[src/rtl/tx_phy_sched_pkg.sv]
// Shared constants, state encoding and width helper for the Alink TX PHY scheduler.
package tx_phy_sched_pkg;

  localparam int unsigned TX_TASKID_LEN  = 12;
  localparam int unsigned TX_DATA_LEN    = 8;
  localparam int unsigned TASK_WORDS_DEF = TX_TASKID_LEN + TX_DATA_LEN;
  localparam int unsigned WD_CYCLES_DEF  = 65536;

  typedef enum logic [1:0] {
    S_IDLE,
    S_START,
    S_WAIT,
    S_GAP
  } sched_state_e;

  // Index width that stays at least one bit for degenerate sizes.
  function automatic int unsigned idx_width(input int unsigned n);
    int unsigned w;
    w = 1;
    if (n > 1) w = $clog2(n);
    return w;
  endfunction

endpackage

[src/rtl/tx_phy_sched_if.sv]
// Scheduler <-> TX PHY handshake: start/select out, done back, flush out.
interface tx_phy_sched_if #(
  parameter int unsigned NCH = 32
);

  logic           tx_phy_start;
  logic [NCH-1:0] tx_phy_sel;
  logic           tx_phy_done;
  logic           tx_flush;

  modport master (
    output tx_phy_start,
    output tx_phy_sel,
    output tx_flush,
    input  tx_phy_done
  );

  modport slave (
    input  tx_phy_start,
    input  tx_phy_sel,
    input  tx_flush,
    output tx_phy_done
  );

endinterface

[src/rtl/rr_arb_onehot.sv]
// Combinational round-robin arbiter: first request above last_i, wrapping modulo N.
module rr_arb_onehot
  import tx_phy_sched_pkg::*;
#(
  parameter  int unsigned N  = 32,
  localparam int unsigned IW = idx_width(N)
) (
  input  logic [N-1:0]  req_i,
  input  logic [IW-1:0] last_i,
  output logic [N-1:0]  gnt_o,
  output logic [IW-1:0] gnt_idx_o,
  output logic          any_o
);

  always_comb begin
    int unsigned idx;
    gnt_o     = '0;
    gnt_idx_o = '0;
    any_o     = 1'b0;
    idx       = 0;
    for (int unsigned k = 1; k <= N; k++) begin
      idx = 32'(last_i) + k;
      if (idx >= N) idx = idx - N;
      if (!any_o && req_i[IW'(idx)]) begin
        any_o            = 1'b1;
        gnt_idx_o        = IW'(idx);
        gnt_o[IW'(idx)]  = 1'b1;
      end
    end
  end

endmodule

[src/rtl/tx_phy_sched.sv]
// Round-robin TX PHY dispatcher: grants a channel when the TxFIFO holds a full task,
// pulses start/select, waits for done under a watchdog, then enforces an idle gap.
module tx_phy_sched
  import tx_phy_sched_pkg::*;
#(
  parameter int unsigned NCH        = 32,
  parameter int unsigned TASK_WORDS = TASK_WORDS_DEF,
  parameter int unsigned FIFO_CW    = 10,
  parameter int unsigned WD_CYCLES  = WD_CYCLES_DEF
) (
  input  logic               clk,
  input  logic               rst,
  input  logic               reg_flush,
  input  logic [NCH-1:0]     reg_phy_en,
  input  logic [15:0]        reg_gap,
  input  logic               reg_err_clr,
  input  logic [FIFO_CW-1:0] txfifo_cnt,
  input  logic [NCH-1:0]     rx_done,
  tx_phy_sched_if.master     phy,
  output logic [NCH-1:0]     ch_busy,
  output logic               sched_err,
  output logic [31:0]        dispatch_cnt
);

  localparam int unsigned        IW           = idx_width(NCH);
  localparam int unsigned        WW           = idx_width(WD_CYCLES);
  localparam logic [FIFO_CW-1:0] TASK_WORDS_W = FIFO_CW'(TASK_WORDS);
  localparam logic [WW-1:0]      WD_LAST      = WW'(WD_CYCLES - 1);

  if (TASK_WORDS > (2 ** FIFO_CW) - 1) begin : g_bad_task_words
    $error("TASK_WORDS does not fit in txfifo_cnt");
  end
  if (WD_CYCLES < 2) begin : g_bad_wd_cycles
    $error("WD_CYCLES must be at least 2");
  end

  sched_state_e   state_q, state_d;
  logic [IW-1:0]  grant_q, grant_d;
  logic [IW-1:0]  last_q, last_d;
  logic [NCH-1:0] sel_q, sel_d;
  logic [NCH-1:0] busy_q, busy_d;
  logic           err_q, err_d;
  logic [31:0]    cnt_q, cnt_d;
  logic [WW-1:0]  wd_q, wd_d;
  logic [15:0]    gap_q, gap_d;

  logic [NCH-1:0] eligible;
  logic [NCH-1:0] arb_gnt;
  logic [IW-1:0]  arb_idx;
  logic           arb_any;
  logic [NCH-1:0] grant_oh;
  logic [15:0]    gap_load;
  logic           start;
  logic           wd_fire;

  assign eligible = reg_phy_en & ~busy_q;
  assign grant_oh = NCH'(1) << grant_q;
  assign gap_load = (reg_gap == '0) ? 16'd1 : reg_gap;

  rr_arb_onehot #(
    .N (NCH)
  ) u_arb (
    .req_i     (eligible),
    .last_i    (last_q),
    .gnt_o     (arb_gnt),
    .gnt_idx_o (arb_idx),
    .any_o     (arb_any)
  );

  always_comb begin
    state_d = state_q;
    grant_d = grant_q;
    last_d  = last_q;
    sel_d   = sel_q;
    busy_d  = busy_q & ~rx_done;
    err_d   = err_q;
    cnt_d   = cnt_q;
    wd_d    = wd_q;
    gap_d   = gap_q;
    start   = 1'b0;
    wd_fire = 1'b0;

    if (reg_err_clr) err_d = 1'b0;

    unique case (state_q)
      S_IDLE: begin
        if (arb_any && (txfifo_cnt >= TASK_WORDS_W)) begin
          grant_d = arb_idx;
          state_d = S_START;
        end
      end
      S_START: begin
        start          = 1'b1;
        busy_d[grant_q] = 1'b1;
        sel_d          = grant_oh;
        last_d         = grant_q;
        cnt_d          = cnt_q + 32'd1;
        wd_d           = '0;
        state_d        = S_WAIT;
      end
      S_WAIT: begin
        // done takes priority over a simultaneous watchdog expiry
        if (phy.tx_phy_done) begin
          gap_d   = gap_load;
          state_d = S_GAP;
        end else if (wd_q == WD_LAST) begin
          wd_fire         = 1'b1;
          err_d           = 1'b1;
          busy_d[grant_q] = 1'b0;
          gap_d           = gap_load;
          state_d         = S_GAP;
        end else begin
          wd_d = wd_q + WW'(1);
        end
      end
      S_GAP: begin
        if (gap_q <= 16'd1) state_d = S_IDLE;
        else                gap_d   = gap_q - 16'd1;
      end
      default: state_d = S_IDLE;
    endcase

    // Flush overrides the FSM but keeps arbitration history, count and error flag.
    if (reg_flush) begin
      state_d = S_IDLE;
      grant_d = grant_q;
      last_d  = last_q;
      sel_d   = sel_q;
      busy_d  = '0;
      err_d   = err_q;
      cnt_d   = cnt_q;
      wd_d    = '0;
      gap_d   = '0;
      start   = 1'b0;
      wd_fire = 1'b0;
    end
  end

  always_ff @(posedge clk) begin
    if (rst) begin
      state_q <= S_IDLE;
      grant_q <= '0;
      last_q  <= IW'(NCH - 1);
      sel_q   <= '0;
      busy_q  <= '0;
      err_q   <= 1'b0;
      cnt_q   <= '0;
      wd_q    <= '0;
      gap_q   <= '0;
    end else begin
      state_q <= state_d;
      grant_q <= grant_d;
      last_q  <= last_d;
      sel_q   <= sel_d;
      busy_q  <= busy_d;
      err_q   <= err_d;
      cnt_q   <= cnt_d;
      wd_q    <= wd_d;
      gap_q   <= gap_d;
    end
  end

  assign phy.tx_phy_start = start;
  assign phy.tx_phy_sel   = start ? grant_oh : sel_q;
  assign phy.tx_flush     = reg_flush | wd_fire;
  assign ch_busy          = busy_q;
  assign sched_err        = err_q;
  assign dispatch_cnt     = cnt_q;

endmodule

[src/flat_wrapper.sv]
// flat-port wrapper written by rule: the top's interface ports become plain ports
module tx_phy_sched_flat import tx_phy_sched_pkg::*;
#(
  parameter int unsigned NCH        = 32,
  parameter int unsigned TASK_WORDS = TASK_WORDS_DEF,
  parameter int unsigned FIFO_CW    = 10,
  parameter int unsigned WD_CYCLES  = WD_CYCLES_DEF
)
  (clk, rst, reg_flush, reg_phy_en, reg_gap, reg_err_clr, txfifo_cnt, rx_done, ch_busy, sched_err, dispatch_cnt, phy_tx_phy_start, phy_tx_phy_sel, phy_tx_flush, phy_tx_phy_done);
  tx_phy_sched_if #(.NCH(NCH)) phy_i ();
  input  logic clk;
  input  logic rst;
  input  logic reg_flush;
  input  logic [NCH-1:0] reg_phy_en;
  input  logic [15:0] reg_gap;
  input  logic reg_err_clr;
  input  logic [FIFO_CW-1:0] txfifo_cnt;
  input  logic [NCH-1:0] rx_done;
  output logic [NCH-1:0] ch_busy;
  output logic sched_err;
  output logic [31:0] dispatch_cnt;
  output wire logic [$bits(phy_i.tx_phy_start)-1:0] phy_tx_phy_start;
  output wire logic [$bits(phy_i.tx_phy_sel)-1:0] phy_tx_phy_sel;
  output wire logic [$bits(phy_i.tx_flush)-1:0] phy_tx_flush;
  input wire logic [$bits(phy_i.tx_phy_done)-1:0] phy_tx_phy_done;
  assign phy_tx_phy_start = phy_i.tx_phy_start;
  assign phy_tx_phy_sel = phy_i.tx_phy_sel;
  assign phy_tx_flush = phy_i.tx_flush;
  assign phy_i.tx_phy_done = phy_tx_phy_done;
  tx_phy_sched #(.NCH(NCH), .TASK_WORDS(TASK_WORDS), .FIFO_CW(FIFO_CW), .WD_CYCLES(WD_CYCLES)) u_core (.clk(clk), .rst(rst), .reg_flush(reg_flush), .reg_phy_en(reg_phy_en), .reg_gap(reg_gap), .reg_err_clr(reg_err_clr), .txfifo_cnt(txfifo_cnt), .rx_done(rx_done), .phy(phy_i), .ch_busy(ch_busy), .sched_err(sched_err), .dispatch_cnt(dispatch_cnt));
endmodule
[config.mk]
export PLATFORM = sky130hd
export DESIGN_NAME = tx_phy_sched_flat
export DESIGN_NICKNAME = d
export VERILOG_FILES = /design/src/rtl/tx_phy_sched_pkg.sv /design/src/rtl/tx_phy_sched_if.sv /design/src/rtl/rr_arb_onehot.sv /design/src/rtl/tx_phy_sched.sv /design/src/flat_wrapper.sv
export SDC_FILE = /design/constraint.sdc
export NUM_CORES = 1
export LEC_CHECK = 0
export ABC_AREA = 1
export CELL_PAD_IN_SITES_DETAIL_PLACEMENT = 1
export CELL_PAD_IN_SITES_GLOBAL_PLACEMENT = 2
export CORE_MARGIN = 1
export CORE_UTILIZATION = 31
export CTS_CLUSTER_DIAMETER = 200
export CTS_CLUSTER_SIZE = 40
export DETAILED_ROUTE_END_ITERATION = 12
export MAX_ROUTING_LAYER = met4
export PLACE_DENSITY_LB_ADDON = 0.08
export SYNTH_ARGS = -nofsm -noshare
export SYNTH_HDL_FRONTEND = slang
export SYNTH_SLANG_ARGS = --single-unit
[constraint.sdc]
create_clock -name clk -period 10.4 [get_ports clk]
set_clock_uncertainty 0.2 [all_clocks]
set_input_delay 1.56 -clock clk [delete_from_list [all_inputs] [get_ports clk]]
set_output_delay 1.56 -clock clk [all_outputs]
set_load 0.1 [all_outputs]
==> Implementation_results.wiki, run 1 <==
{| class="wikitable"
! Metric !! Value
|-
| Status || finished, final reports clean
|-
| Proportion of register bits with asynchronous set or reset after synthesis || 0
|-
| Pins Over Slew Limit || 0
|-
| Remaining DRCs || 0
|-
| Layout Cells excl Fill || 2,469
|-
| Antenna violations before repair || 12
|-
| Clock latency of the later-clocked register in the worst-skew pair || 0.45 ns
|-
| EDFF count, synth || 0
|-
| Via Count || 12,963
|-
| GRT Util Overall || 0.2770
|-
| Slowest stage cell, crit path || clkdlybuf4s50_1
|-
| Power density normalized to cell area || 129.2 nW/um^2
|-
| Largest net degree at the start of global routing || 56
|-
| Transition time at the pin with the least slew margin || 1.112 ns
|-
| Total of buffers placed on input and output ports || 191
|-
| Type of origin of the critical path || primary input
|-
| Required time of the critical path || 8.64 ns
|-
| Longest Clk Path Bufs || 2
|-
| Worst r2r src || u_core.last_q[0]
|-
| H-tree depth || 4
|-
| Top Ports || 194
|-
| Number of distinct library cells after synthesis || 58
|-
| CTS resizes || 0
|-
| FF+latch count, synth || 141
|-
| Synthesized area divided by synthesized cell count || 6.088 sq um
|-
| Most used cell along the critical path || clkdlybuf4s50_1
|-
| Fin. Hold Viols || 0
|-
| Remaining global-route overflow || 0
|-
| Initial DRT Pass Iterations || 5
|-
| Post-synthesis instance area || 11,140 sq um
|-
| Worst voltage drop across the vdd grid || 0.1609 mV
|-
| Warnings from Yosys || 0
|-
| Clk pin slew, worst setup/hold paths || 0.06 ns
|-
| Initial Utilization || 0.3140
|-
| Cell depth of the worst hold path || 2
|-
| Summed negative setup slack over all endpoints || 0 ns
|-
| Cell count after placement || 2,426
|-
| Detail-routed net length per standard cell || 19.75 microns
|-
| Parity-gate share of the synthesized area counting xor and xnor cells || 0.02246
|-
| Area share of fa/ha/maj cells after synthesis || 0.02246
|-
| Cell row count || 69
|-
| X dimension of the die || 191.6 microns
|-
| Worst slack, placed || 3.769 ns
|-
| Area growth from synthesis to layout || 25.20%
|-
| Proportion of synthesized area in mux cells || 0
|-
| Total power of the final layout || 1.803 mW
|-
| Sequential element share of the synthesized area || 0.2533
|-
| Clock Sinks || 141
|-
| Number of nets in the finished design || 2,099
|-
| Top Family by Delay on Critical Path || buffers and inverters
|-
| Endpoint of the worst-slack reg-to-reg timing path || u_core.grant_q[2]
|-
| Root buf cell || clkbuf_16
|-
| Full die area || 36,700 sq um
|-
| CP Buf/Inv Count || 4
|-
| Detailed-route vias per instance || 5.250
|-
| Cell type with the largest total area after synthesis || dfxtp_1
|-
| Global placer's final weighted congestion || 0.9471
|-
| Fraction of final layout cells with drive strength greater than 1 || 0.06667
|-
| Setup crit end kind || output pin
|-
| Highest Clock Rate || 151.3 MHz
|-
| Logic depth of the worst register-to-register path || 31
|-
| TritonCTS Buffers || 17
|-
| Synth Area in Simple Gates || 0.4216
|-
| Fin crit share || 0.6355
|-
| Detailed placement HPWL || 37.55 mm
|-
| Top area cells in the synthesized netlist || dfxtp_1, nand3_1, nand2_1
|-
| Final worst slack || 3.791 ns
|-
| Leakage power || 5.543 nW
|-
| Maximum Capacitance Violations || 0
|-
| Post-layout minimum cycle time || 6.609 ns
|-
| Number of violations reported at the end of detailed-routing iteration 0 || 701
|-
| RSZ-0062 raised after global routing || no
|-
| Synthesized netlist cell count || 1,830
|-
| Quantity of hold-fixing buffers added after cts || 0
|-
| Number of antenna-violating nets in the routed design || 0
|-
| Compound-Gate Fraction of Synth Area || 0.1654
|-
| Worst hold path type || reg2reg
|-
| Worst stage delay on the critical path || 1.17 ns
|-
| Combinational family with the most area after synthesis || simple AND/OR/NAND/NOR gates
|-
| Startpoint of the worst hold path || u_core.sel_q[4]
|-
| Die outline height || 191.6 microns
|-
| Maximum fanout along the worst path || 55
|-
| Total of endpoints with negative setup slack in the final report || 0
|-
| Slew headroom || 0.2577
|-
| Number of global-route vias before repair || 12,828
|-
| Register-to-register path setup slack || 4.24 ns
|-
| Ordered list of cells on the worst path || clkdlybuf4s50_1 -> nor2_4 -> buf_4 -> inv_1 -> a21oi_1 -> clkdlybuf4s50_1
|-
| Worst endpoint data arrival time || 4.85 ns
|-
| Core outline area || 35,480 sq um
|-
| Main flop type after synthesis || dfxtp_1
|-
| Class of the most critical setup path || in2out
|-
| Fraction of post-synthesis cell area in the top cell type by area || 0.2533
|-
| Count of buffers added by post-CTS timing repair for setup || 0
|-
| Final wirelength || 48.77 mm
|-
| Net count of the mapped netlist || 1,945
|-
| Wire length of the first global-routing pass || 74.33 mm
|-
| Hold endpoint || u_core.sel_q[4]
|-
| TritonCTS clock tree || done
|}
## state kept, by name, indices dropped and copies added (netlist names)
| name | flops |
|---|---|
| u_core.wd_q | 16 |
| u_core.dispatch_cnt | 32 |
| u_core.ch_busy | 32 |
| u_core.sched_err | 1 |
| u_core.state_q | 2 |
| u_core.sel_q | 32 |
| u_core.gap_q | 16 |
| u_core.last_q | 5 |
| u_core.grant_q | 5 |
## logic make-up after synthesis
kind of cell | Yosys count
AO/OA/AOI/OAI | 314
XOR/XNOR | 23
adder cells (fa/ha/maj) | 20
buffers and inverters | 317
flip-flops | 141
AND/OR/NAND/NOR | 1015
## synth_stat cells (all sizes together) (8+ instances only)
library cell and number:
ha 20, xor2 19, o21ai 112, nand2 359
or2 26, a211oi 13, nand4 30, nand3 319
o31ai 8, a21oi 109, o22ai 14, inv 239
o21a 13, clkinv 8, a31oi 8, buf 26
dfxtp 141, a221oi 20, nor3 39, clkbuf 44
nor2 231
## power by group
part           switching (mW)  leakage (nW)  internal, mW
sequential            0.00970          1.14         0.548
combinational           0.472          4.15         0.187
clock                   0.260         0.252         0.326
## metal layers
metal | global-route usage | routed length [microns] | vias up
li1 | - | - | 6418
met1 | 0.3389 | 22130 | 6233
met2 | 0.4487 | 22690 | 264
met3 | 0.06815 | 2914 | 48
met4 | 0.08089 | 1030 | 0
met5 | - | 0 | -
## per-stage QoR
step	hold WS [ns]	area, sq um	util
6_report	0.2623	13950	0.3931
5_1_grt	0.2926	13950	0.3931
4_1_cts	0.2640	13920	0.3922
3_5_place_dp	0.2533	13390	0.3773
3_3_place_gp	0.2468	13390	0.3773
2_1_floorplan	0.2336	11140	-
## how the worst max path moves through the flow
stage / cells after the start / from / endpoint
5_1_grt: 26 / reg_flush / u_core.dispatch_cnt[31]
3_3_place_gp: 6 / reg_flush / phy_tx_phy_sel[4]
3_5_place_dp: 6 / reg_flush / phy_tx_phy_sel[4]
2_1_floorplan: 4 / reg_flush / phy_tx_phy_sel[0]
6_report: 6 / reg_flush / phy_tx_phy_sel[4]
4_1_cts: 6 / reg_flush / phy_tx_phy_sel[4]
## layout by cell type, fill, tap and decap left out, types with 17 or more instances in the layout
cell | Yosys | final
nand3_1 | 308 | 308
clkdlybuf4s50_1 | 0 | 190
dfxtp_1 | 141 | 141
or2_2 | 21 | 21
nand4_1 | 23 | 23
o21ai_0 | 96 | 96
inv_1 | 221 | 221
a21oi_1 | 106 | 106
nor2_1 | 217 | 216
inv_2 | 18 | 18
nor3_1 | 39 | 39
a221oi_1 | 20 | 20
nand2_1 | 354 | 354
clkbuf_16 | 0 | 17
ha_1 | 20 | 20
## tightest hold or removal path: stages, from the launching register on
cell and delay, ns:
dfxtp_1 0.30, inv_1 0.06, a211oi_1 0.06
## area by class of cell
| type | count | area (sq um) |
|---|---|---|
| Antenna cell | 13 | 32.53 |
| Clock buffer | 20 | 436.7 |
| Clock inverter | 10 | 93.84 |
| Fill cell | 4641 | 21530 |
| Inverter | 247 | 927.1 |
| Multi-Input combinational cell | 1372 | 7048 |
| Sequential cell | 141 | 2823 |
| Tap cell | 461 | 576.8 |
| Timing Repair Buffer | 205 | 2012 |
Power figures use the tool's default switching activity.
==> run 2, diff against run 1 <==
Settings changed: CORE_UTILIZATION 31 to 28.
Clock period 10.4 ns to 6.93 ns, I/O delays scaled along.
==> run 2 against run 1 <==
Net effect:
- combinational power increased by 52%
- final area increased by 1.3%
- wire length increased by 3.7%
- first-iteration DRC count increased by 4.0%
- sequential share of layout area decreased by 0.26 points
- die area increased by 11%
- worst hold slack improved by 0.0017 ns
- via count increased by 0.30%
- clock power increased by 69%
- final cell count increased by 2.3%
- largest power group unchanged
==> Implementation_results.wiki, run 2 (synthesized netlist as in run 1, its figures left out) <==
{| class="wikitable"
! Metric !! Value
|-
| Slew headroom || 0.2375 (-0.02018)
|-
| Filler cell count || 5,041 (+8.6%)
|-
| Root buf cell || clkbuf_16
|-
| Type of origin of the critical path || register
|-
| Largest net degree at the start of global routing || 55 (-1.8%)
|-
| Fin crit share || 0.8452
|-
| Worst stage delay on the critical path || 0.75 ns (-0.42 ns)
|-
| Pins Over Slew Limit || 0 (unchanged)
|-
| Worst hold path type || reg2reg
|-
| Top Family by Delay on Critical Path || simple AND/OR/NAND/NOR gates
|-
| Remaining DRCs || 0 (unchanged)
|-
| Required time of the critical path || 7.06 ns (-1.58 ns)
|-
| Total placed instance area || 13,490 sq um (+0.79%)
|-
| Status || finished, final reports clean
|-
| Setup crit end kind || register
|-
| TritonCTS clock tree || done
|-
| Final wirelength || 50.55 mm (+3.7%)
|-
| Slowest stage cell, crit path || xnor2_2
|-
| Antenna violations before repair || 6 (-6)
|-
| Worst voltage drop across the vdd grid || 0.1499 mV (-6.8%)
|-
| Number of violations reported at the end of detailed-routing iteration 0 || 729 (+4.0%)
|-
| Number of antenna-violating nets in the routed design || 0 (unchanged)
|-
| Clk pin slew, worst setup/hold paths || 0.07 ns (about the same)
|-
| Remaining global-route overflow || 0 (unchanged)
|-
| Fraction of final layout cells with drive strength greater than 1 || 0.07389 (+0.007222)
|-
| Detail-routed net length per standard cell || 20.00 microns (+1.3%)
|-
| Global placer's final weighted congestion || 0.9558 (+0.92%)
|-
| Total of endpoints with negative setup slack in the final report || 0 (unchanged)
|-
| Count of buffers added by post-CTS timing repair for setup || 0 (unchanged)
|-
| Full die area || 40,590 sq um (+11%)
|-
| TritonCTS Buffers || 17 (unchanged)
|-
| Top Ports || 194 (unchanged)
|-
| Detailed placement HPWL || 39.61 mm (+5.5%)
|-
| Most common cell after layout, fill and taps aside || nand2_1
|-
| Die outline height || 201.5 microns (+5.2%)
|-
| Cell row count || 72 (+4.3%)
|-
| Power density normalized to cell area || 200.5 nW/um^2 (+55%)
|-
| Initial DRT Pass Iterations || 5 (unchanged)
|-
| Maximum fanout along the worst path || 13 (-76%)
|-
| Worst endpoint data arrival time || 5.99 ns (+1.14 ns)
|-
| Detailed-route vias per instance || 5.145 (-2.0%)
|-
| Area growth from synthesis to layout || 26.81%
|-
| Maximum Capacitance Violations || 0 (unchanged)
|-
| RSZ-0062 raised after global routing || no
|-
| Number of nets in the finished design || 2,105 (+0.29%)
|-
| CTS resizes || 0 (unchanged)
|-
| Leakage power || 5.630 nW (+1.6%)
|-
| Wire length of the first global-routing pass || 77.76 mm (+4.6%)
|-
| CP Buf/Inv Count || 2 (-2)
|-
| Post-layout minimum cycle time || 5.858 ns
|-
| GRT Util Overall || 0.2576 (-0.01938)
|-
| Summed negative setup slack over all endpoints || 0 ns (unchanged)
|-
| Initial Utilization || 0.2863 (-0.02771)
|-
| Most frequent cells in the layout || nand2_1, nand3_1, inv_1, nor2_1, clkdlybuf4s50_1
|-
| Final worst slack || 1.072 ns (-2.718 ns)
|-
| Fin. Hold Viols || 0 (unchanged)
|-
| Post-route cell area || 14,130 sq um (+1.3%)
|-
| Highest Clock Rate || 170.7 MHz
|-
| Clock latency of the later-clocked register in the worst-skew pair || 0.46 ns (about the same)
|-
| Worst slack, placed || 1.118 ns (-2.651 ns)
|-
| Total of buffers placed on input and output ports || 191 (unchanged)
|-
| Worst hold slack || 0.2641 ns (+0.001747 ns)
|-
| H-tree depth || 4 (unchanged)
|-
| Core outline area || 38,920 sq um (+9.7%)
|-
| Most used cell along the critical path || nand2_1
|-
| Clock Sinks || 141 (unchanged)
|-
| X dimension of the die || 201.5 microns (+5.2%)
|-
| Transition time at the pin with the least slew margin || 1.143 ns (+0.03024 ns)
|-
| Class of the most critical setup path || reg2reg
|-
| Number of global-route vias before repair || 13,158 (+2.6%)
|-
| Quantity of hold-fixing buffers added after cts || 0 (unchanged)
|-
| Via Count || 13,002 (+0.30%)
|-
| Longest Clk Path Bufs || 2 (unchanged)
|}
[run 2: cell count changes in the layout (fill, tap and decap cells not counted), sizes merged, moves of 2 or more]
cell	delta
clkinvlp	-2
buf	+10
inv	+7
clkbuf	-3
clkdlybuf4s50	-4
diode	-7
[run 2: worst paths after layout]
kind	end	slack, ns	startpoint	depth (start not counted)
max	u_core.grant_q[2]	1.07	u_core.last_q[0]	29
min	u_core.sel_q[0]	0.26	u_core.sel_q[0]	2
max reg2reg	u_core.grant_q[2]	1.07	u_core.last_q[0]	29
min reg2reg	u_core.sel_q[0]	0.26	u_core.sel_q[0]	2
[run 2: worst min-delay path: stages (launching register included)]
cell and delay [ns]:
dfxtp_1 0.30, inv_1 0.06, a211oi_1 0.06
[run 2: routing by layer]
layer	track usage	share of wire	up-vias
li1	-	-	6443
met1	0.3300	0.47	6280
met2	0.4149	0.47	237
met3	0.05102	0.046	42
met4	0.05979	0.015	0
met5	-	0	-
[run 2: power breakdown]
part | internal, mW | leakage [nW] | total [mW] | switching, mW
sequential | 0.822 | 1.14 | 0.841 | 0.0189
clock | 0.551 | 0.303 | 0.987 | 0.436
combinational | 0.286 | 4.19 | 1.00 | 0.718
[run 2: cell type report]
cell class                      instances  area [sq um]  share of cell area
Clock buffer                           17         425.4             0.03011
Multi-Input combinational cell       1372          7048              0.4988
Tap cell                              518         648.1             0.04587
Timing Repair Buffer                  211          2047              0.1449
Antenna cell                            6         15.01            0.001063
Sequential cell                       141          2823              0.1998
Clock inverter                         15         195.2             0.01382
Inverter                              247         927.1             0.06562
[run 2: per-stage QoR]
step,std cells,utilization,total power [mW]
2_1_floorplan,1830,-,1.510
3_3_place_gp,2489,0.3467,1.850
3_5_place_dp,2489,0.3467,1.861
4_1_cts,2521,0.3627,2.861
6_report,2527,0.3630,2.832
5_1_grt,2527,0.3630,2.987
